### src/rtl/player_input_ctrl.sv
// Player input controller: synchronise and debounce raw buttons, then run the select/ready/play flow.
// Latency: raw edge held stable -> press event after 2 + DEBOUNCE_CYCLES cycles; outputs update on the next edge.
// Backpressure: none; every press event is consumed or discarded in the cycle it occurs.
module player_input_ctrl #(
    parameter int N_PLAYERS       = 2,
    parameter int N_CHOICES       = 4,
    parameter int DEBOUNCE_CYCLES = 1000000
) (
    input  logic                                     clk,
    input  logic                                     rst,
    input  logic                                     mode,
    input  logic [N_PLAYERS-1:0]                     sel,
    input  logic [N_PLAYERS-1:0]                     conf,
    input  logic                                     start,
    output logic [N_PLAYERS*$clog2(N_CHOICES)-1:0]   choice,
    output logic [N_PLAYERS-1:0]                     locked,
    output logic [1:0]                               state,
    output logic                                     round_start
);
    localparam int SEL_W = $clog2(N_CHOICES);
    localparam int NB    = 2 * N_PLAYERS + 1;
    localparam int CNT_W = $clog2(DEBOUNCE_CYCLES + 1);
    localparam int CPU   = N_PLAYERS - 1;

    typedef enum logic [1:0] {
        ST_SELECT = 2'b00,
        ST_READY  = 2'b01,
        ST_PLAY   = 2'b10,
        ST_BAD    = 2'b11
    } state_t;

    logic [NB-1:0]        raw, sync1, sync2, deb, deb_d, ev;
    logic [CNT_W-1:0]     cnt [NB];
    logic [15:0]          lfsr;
    logic [SEL_W-1:0]     cpu_pick;
    state_t               cur_state, nxt_state;
    logic [SEL_W-1:0]     choice_q [N_PLAYERS];
    logic [SEL_W-1:0]     choice_n [N_PLAYERS];
    logic [N_PLAYERS-1:0] locked_q, locked_n;
    logic                 round_q, round_n;
    logic [N_PLAYERS-1:0] sel_ev, conf_ev;
    logic                 start_ev;

    // All buttons share one synchroniser/debouncer lane layout: sel, then conf, then start.
    assign raw = {start, conf, sel};

    // Two-flop synchroniser for every raw button.
    always_ff @(posedge clk) begin
        if (rst) begin
            sync1 <= '0;
            sync2 <= '0;
        end else begin
            sync1 <= raw;
            sync2 <= sync1;
        end
    end

    // Debounce: accept a new level only after it has differed for DEBOUNCE_CYCLES straight cycles.
    always_ff @(posedge clk) begin
        if (rst) begin
            deb   <= '0;
            deb_d <= '0;
            for (int i = 0; i < NB; i++) cnt[i] <= '0;
        end else begin
            deb_d <= deb;
            for (int i = 0; i < NB; i++) begin
                if (sync2[i] != deb[i]) begin
                    if (cnt[i] == CNT_W'(DEBOUNCE_CYCLES - 1)) begin
                        deb[i] <= sync2[i];
                        cnt[i] <= '0;
                    end else begin
                        cnt[i] <= cnt[i] + 1'b1;
                    end
                end else begin
                    cnt[i] <= '0;
                end
            end
        end
    end

    // Press events are rising edges of the debounced level, suppressed while reset is high.
    assign ev       = deb & ~deb_d & {NB{~rst}};
    assign sel_ev   = ev[N_PLAYERS-1:0];
    assign conf_ev  = ev[2*N_PLAYERS-1:N_PLAYERS];
    assign start_ev = ev[NB-1];

    // Free-running Fibonacci LFSR (taps 16,14,13,11) used to pick the CPU choice.
    always_ff @(posedge clk) begin
        if (rst) lfsr <= 16'hACE1;
        else     lfsr <= {lfsr[14:0], lfsr[15] ^ lfsr[13] ^ lfsr[12] ^ lfsr[10]};
    end

    assign cpu_pick = SEL_W'(lfsr % 16'(N_CHOICES));

    // Next-state, choice and lock logic; mode only matters while selecting.
    always_comb begin
        nxt_state = cur_state;
        locked_n  = locked_q;
        choice_n  = choice_q;
        round_n   = 1'b0;
        case (cur_state)
            ST_SELECT: begin
                if (&locked_q) begin
                    nxt_state = ST_READY;
                end else begin
                    for (int i = 0; i < N_PLAYERS; i++) begin
                        if (!locked_q[i] && !(mode && i == CPU)) begin
                            if (conf_ev[i]) begin
                                locked_n[i] = 1'b1;
                            end else if (sel_ev[i]) begin
                                choice_n[i] = (choice_q[i] == SEL_W'(N_CHOICES - 1)) ? '0
                                                                                     : choice_q[i] + 1'b1;
                            end
                        end
                    end
                    // CPU commits on the same edge player 0 confirms.
                    if (mode && conf_ev[0] && !locked_q[0]) begin
                        locked_n[CPU] = 1'b1;
                        choice_n[CPU] = cpu_pick;
                    end
                end
            end
            ST_READY: begin
                if (start_ev) begin
                    nxt_state = ST_PLAY;
                    round_n   = 1'b1;
                end
            end
            ST_PLAY: begin
                if (start_ev) begin
                    nxt_state = ST_SELECT;
                    locked_n  = '0;
                end
            end
            default: begin
                nxt_state = ST_SELECT;
                locked_n  = '0;
            end
        endcase
    end

    // State, choice, lock and round_start registers.
    always_ff @(posedge clk) begin
        if (rst) begin
            cur_state <= ST_SELECT;
            locked_q  <= '0;
            round_q   <= 1'b0;
            for (int i = 0; i < N_PLAYERS; i++) choice_q[i] <= '0;
        end else begin
            cur_state <= nxt_state;
            locked_q  <= locked_n;
            round_q   <= round_n;
            choice_q  <= choice_n;
        end
    end

    for (genvar g = 0; g < N_PLAYERS; g++) begin : g_pack
        assign choice[g*SEL_W +: SEL_W] = choice_q[g];
    end

    assign locked      = locked_q;
    assign state       = cur_state;
    assign round_start = round_q;

endmodule

### config.mk
export PLATFORM = sky130hd
export DESIGN_NAME = player_input_ctrl
export DESIGN_NICKNAME = d
export VERILOG_FILES = /design/src/rtl/player_input_ctrl.sv
export SDC_FILE = /design/constraint.sdc
export NUM_CORES = 1
export LEC_CHECK = 0
export BUFFER_PORTS_ARGS = -buffer_cell sky130_fd_sc_hd__buf_2
export CAP_MARGIN = 10
export CORE_MARGIN = 4
export CORE_UTILIZATION = 45
export DETAILED_ROUTE_END_ITERATION = 16
export GPL_TIMING_DRIVEN = 0
export PLACE_DENSITY = 0.67
export SYNTH_ARGS = -nofsm -noshare
export SYNTH_HDL_FRONTEND = slang
export SYNTH_SLANG_ARGS = --single-unit
### constraint.sdc
create_clock -name clk -period 4.2 [get_ports clk]
set_input_delay 0.63 -clock clk [delete_from_list [all_inputs] [get_ports clk]]
set_output_delay 0.63 -clock clk [all_outputs]
set_load 0.02 [all_outputs]
### Word-level counts from Yosys, hierarchy flattened

Memory sizes are Yosys's and may differ from the RTL's.
Index checks and enable logic that the tools add are counted.

| storage, ports and cells | value |
|---|---|
| register bits | 45 |
| RAM bits | 100 |
| input bits | 8 |
| output and inout port bits | 9 |
| memories kept | 1 |

Memories:

| memory | depth | bits a word | read ports | clocked after memory_dff | wr ports | line | RTL |
|---|---|---|---|---|---|---|---|
| cnt | 5 | 20 | 5 | 0 | 5 | 33 | `logic [CNT_W-1:0] cnt [NB];` |

| operators by class | value |
|---|---|
| $add $sub $neg | 7 |
| equal/unequal tests | 21 |
| muxes and demuxes | 90 |
| bitwise logic cells | 26 |
| reduce and logical (&&, ||, !) cells | 21 |

Operator list:

| kind | count |
|---|---|
| 2-to-1 mux 20 bit | 15 |
| adder 20 x 1 -> 20 bit, second input constant | 5 |
| equality test 20 bit, second input constant | 5 |
| 2-to-1 mux 1 bit | 63 |
| 2-to-1 mux 2 bit | 10 |
| bitwise OR 1 bit | 15 |
| AND reduction 5 bit | 3 |
| one-hot mux 2 bit (3 select lines) | 2 |
| AND reduction 2 bit | 6 |
| AND 5 bit | 2 |
| inequality test 2 bit, second input constant | 4 |
| equality test 2 bit, second input constant | 3 |
| inequality test 3 bit, second input constant | 2 |
| AND reduction 3 bit | 2 |
| inequality test 1 bit | 5 |
| NOT 1 bit | 5 |
| NOT 5 bit | 1 |
| adder 2 x 1 -> 2 bit, second input constant | 2 |
| nonzero test 2 bit | 2 |
| logical AND 1 bit | 3 |
| logical NOT 1 bit | 3 |
| bitwise XOR 1 bit | 3 |
| equality test 2 x 1 -> 1 bit, second input constant | 1 |
| logical NOT 2 bit | 1 |
| other kinds (2) | 2 |

### Longest topological paths before layout

| depth | value |
|---|---|
| depth after elaboration | 8 |
| depth in mapped cells | 6 |
| mapped depth without buffers | 5 |

### Least setup slack after synthesis

No wires, ideal clock.

| timing path | value |
|---|---|
| path type | flip-flop to flip-flop |
| from | memory cnt[4][12] (netlist name) |
| to | memory cnt[4][12] (netlist name) (data pin) |
| setup time | 0.254 ns |
| data arrival time | 1.922 ns |
| data required time | 3.946 ns |
| path slack | 2.024 ns |
| cell stages (with the launch flop) | 7 |
| path buffers | 2 |
| period minus slack after synthesis | 2.176 ns |
| path through | edfxtp_1 > buf_6 > or4_1 > or4_4 > o21ai_4 > buf_6 > nor2_1 |

RTL lines:

| item | line |
|---|---|
| from (decl) | 33 |

==> flow_summary.yaml <==
global_route:
  total_routing_usage_gr: 0.1541
  grt_overflow: 0
  antenna_found_initial: 0
  first_global_vias: 5038
  grt_start_max_net_pins: 17
  grt_first_pass_wirelength_um: 22550
detailed_routing:
  vias: 5195
  first_pass_iters: 5
  routed_wire_length_per_instance_um: 12.83
  detail-route-antenna-nets: 0
  routed_wirelength_um: 13170
  remaining_drcs: 0
  post_drt_via_cell_ratio: 5.058
  detailedRoute.firstIterationViolations: 251
synth:
  syn_avg_cell_area_um2: 10.55
  synth_top_cell_by_area: "sky130_fd_sc_hd__edfxtp_1"
  synth-async-reset-ratio: 0
  syn-cell-area_um2: 7068
  yosys-top-cells-count: "sky130_fd_sc_hd__edfxtp_1, sky130_fd_sc_hd__nor2_1, sky130_fd_sc_hd__dfxtp_1"
  synth_edf_count: 100
  synth.most_common_cell: "sky130_fd_sc_hd__edfxtp_1"
  ys_ff_latch: 145
  synth_flop_cell: "sky130_fd_sc_hd__edfxtp_1"
  syn_inst: 670
  yosys_warnings: 0
  netlist_top_cells_area: "sky130_fd_sc_hd__edfxtp_1, sky130_fd_sc_hd__dfxtp_1, sky130_fd_sc_hd__xor2_1, sky130_fd_sc_hd__nor2_1, sky130_fd_sc_hd__xnor2_1"
  synth_largest_type_area_fraction: 0.4249
  synth.yosys.seq_area_share: 0.5523
  netlist-cell-type-count: 47
clocking:
  cts_max_path_bufs: 2
  htree_num_levels: 4
  cts-buffers-inserted: 17
  cts_post_setup_buffers_inserted: 0
  cts_resized: 0
  cts_hold_buf: 0
  insertion_delay_ns: 0.42
  clock_sink_count: 145
  cts.clk_slew.worst_paths_ns: 0.06
  tritoncts: "yes"
  clk_root_buffer_cell: "sky130_fd_sc_hd__clkbuf_16"
min_path:
  worst_hold_path_type: "flip-flop to flip-flop"
  hold_start: "lfsr[6]"
  worstHoldEndpoint: "lfsr[7]"
  worst_hold_path.num_cells: 1
worst_setup_path:
  worst-endpoint-required_ns: 4.36
  timing.critical_path.arrival_ns: 2.71
  r2r_start: "cnt[0][0]"
  cp_endpoint_kind: "flip-flop"
  worst_setup_path_start_kind: "flip-flop"
  rr_worst_depth: 6
  reg2reg_slack_ns: 1.65
  critPathMaxFanout: 10
  criticalPathCategory: "flip-flop to flip-flop"
  regToRegEndpoint: "cnt[0][5]"
power_and_ir_drop:
  p_int_mw: 2.528
  p_sw_frac: 0.2175
  power.combinational.fraction: 0.038
  vdd_ir_drop_max_mv: 0.3297
  pwr_density_cell_nw_per_um2: 385.8
  power_frac_seq: 0.507
  leakage_nw: 2.937
  power_frac_clock: 0.456
  fin_total_pwr_mw: 3.230
  total_switching_power_mw: 0.7024
placed_design:
  routabilityCongestion: 0.8293
  dpl.cell_count: 995
  placement.io_buffers: 15
  detailed_place_hpwl_um: 9540
layout:
  areaGrowthSynthToFinish_pct: 18.45
  design.final.nets: 818
  drive_gt1_frac: 0.08701
  final_cell_count_no_fill: 1027
  antenna_cells_inserted: 0
floorplan:
  die_x_um: 133.3
  coreArea_um2: 15310
  initial_core_util: 0.4615
  die-height_um: 133.3
  ios: 17
  placementRows: 45
  fp.dieArea_um2: 17780
sta:
  final_hold_viol_count: 0
  grt_setup_unrepaired: "false"
  worst-slew-pin-transition_ns: 0.8388
  post-route-period-util: 0.6072
  setup_tns_ns: 0
  final-setup-viol-count: 0
  max_slew_headroom_at_the_worst_pin: 0.4332
  slew_viol_final: 0
  timing.clock.skew_ns: 0.006137
  clock.fmax_mhz: 392.1
  min_period_ns: 2.550
  timing.hold.ws_ns: 0.4127
status:
  run_status: "finished clean"
run:
  max_cap_violations: 0
[layout by cell type, fill, tap and decap left out, types with 14 or more instances in the layout]
master	netlist	routed
sky130_fd_sc_hd__a21oi_1	37	37
sky130_fd_sc_hd__buf_2	5	20
sky130_fd_sc_hd__clkbuf_16	0	21
sky130_fd_sc_hd__conb_1	1	100
sky130_fd_sc_hd__dfxtp_1	45	45
sky130_fd_sc_hd__edfxtp_1	100	100
sky130_fd_sc_hd__inv_1	15	15
sky130_fd_sc_hd__nand2_1	33	33
sky130_fd_sc_hd__nand3_1	35	35
sky130_fd_sc_hd__nand4_1	28	28
sky130_fd_sc_hd__nor2_1	84	84
sky130_fd_sc_hd__nor2b_1	25	25
sky130_fd_sc_hd__nor3_1	17	17
sky130_fd_sc_hd__o21ai_0	21	21
sky130_fd_sc_hd__or3_1	21	21
sky130_fd_sc_hd__or4_1	14	14
sky130_fd_sc_hd__xnor2_1	35	35
sky130_fd_sc_hd__xor2_1	37	37
[logic make-up (layout without fill, tap and decap cells)]
group / after synthesis / in the layout / synth area share
fa+ha+maj: 7 / 7 / 0.01239
other cells: 1 / 100 / 0.0005306
compound gates: 80 / 80 / 0.06532
buf+inv: 36 / 83 / 0.02319
xor+xnor: 72 / 72 / 0.08922
mux: 2 / 2 / 0.002832
simple gates: 327 / 327 / 0.2542
flops: 145 / 145 / 0.5523
[power by group through the flow]
stage               combinational, mW  clock [mW]  sequential (mW)
floorplan                      0.0962           0             1.65
global placement                0.115           0             1.66
detailed placement              0.117           0             1.67
CTS                             0.119        1.51             1.64
global route                    0.140        1.57             1.64
finish                          0.121        1.47             1.64
[flip-flops by register name, indices dropped and copies added, names as in the netlist]
register	count
sync2	5
lfsr	16
round_start	1
state	2
cnt	100
deb	5
locked	2
deb_d	5
choice	4
sync1	5
[worst max-delay path: stages (launching register included)]
cell                       delay [ns]
sky130_fd_sc_hd__edfxtp_1        0.37
sky130_fd_sc_hd__ha_1            0.15
sky130_fd_sc_hd__clkbuf_1        0.29
sky130_fd_sc_hd__nand2_1         0.27
sky130_fd_sc_hd__o21ai_1         0.69
sky130_fd_sc_hd__clkbuf_1        0.42
sky130_fd_sc_hd__nor2_1          0.10
[through the flow]
| step | worst slack [ns] | utilization | cell area [um^2] |
|---|---|---|---|
| after floorplan | 2.024 | - | 7440 |
| after global routing | 1.395 | 0.5467 | 8372 |
| after CTS | 1.652 | 0.5467 | 8372 |
| after global placement | 1.710 | 0.5079 | 7779 |
| after detailed placement | 1.653 | 0.5079 | 7779 |
| final | 1.650 | 0.5467 | 8372 |
[how the worst max path moves through the flow]
stage                          start         end  slack, ns  cells past startpoint
after floorplan           cnt[4][12]  cnt[4][12]       2.02                      6
after global placement     cnt[0][0]   cnt[0][9]       1.71                      6
after detailed placement   cnt[0][0]   cnt[0][5]       1.65                      6
after CTS                  cnt[0][0]   cnt[0][5]       1.65                      6
after global routing       cnt[0][0]  cnt[0][11]       1.39                      6
final                      cnt[0][0]   cnt[0][5]       1.65                      6
[area by class of cell]
| type | count | area [um^2] |
|---|---|---|
| Inverter | 15 | 56.30 |
| Fill cell | 1376 | 6943 |
| Sequential cell | 145 | 3904 |
| Timing Repair Buffer | 15 | 75.07 |
| Buffer | 21 | 107.6 |
| Clock inverter | 11 | 67.56 |
| Tap cell | 211 | 264.0 |
| Multi-Input combinational cell | 588 | 3372 |
| Clock buffer | 21 | 525.5 |
[per-layer routing]
metal | global-route usage | routed length (um)
met5 | 0 | 0
met4 | 0.06686 | 217
met3 | 0.03776 | 478
met2 | 0.2537 | 6327
met1 | 0.1940 | 6151
Note: power is estimated with default switching activity, not from simulation.
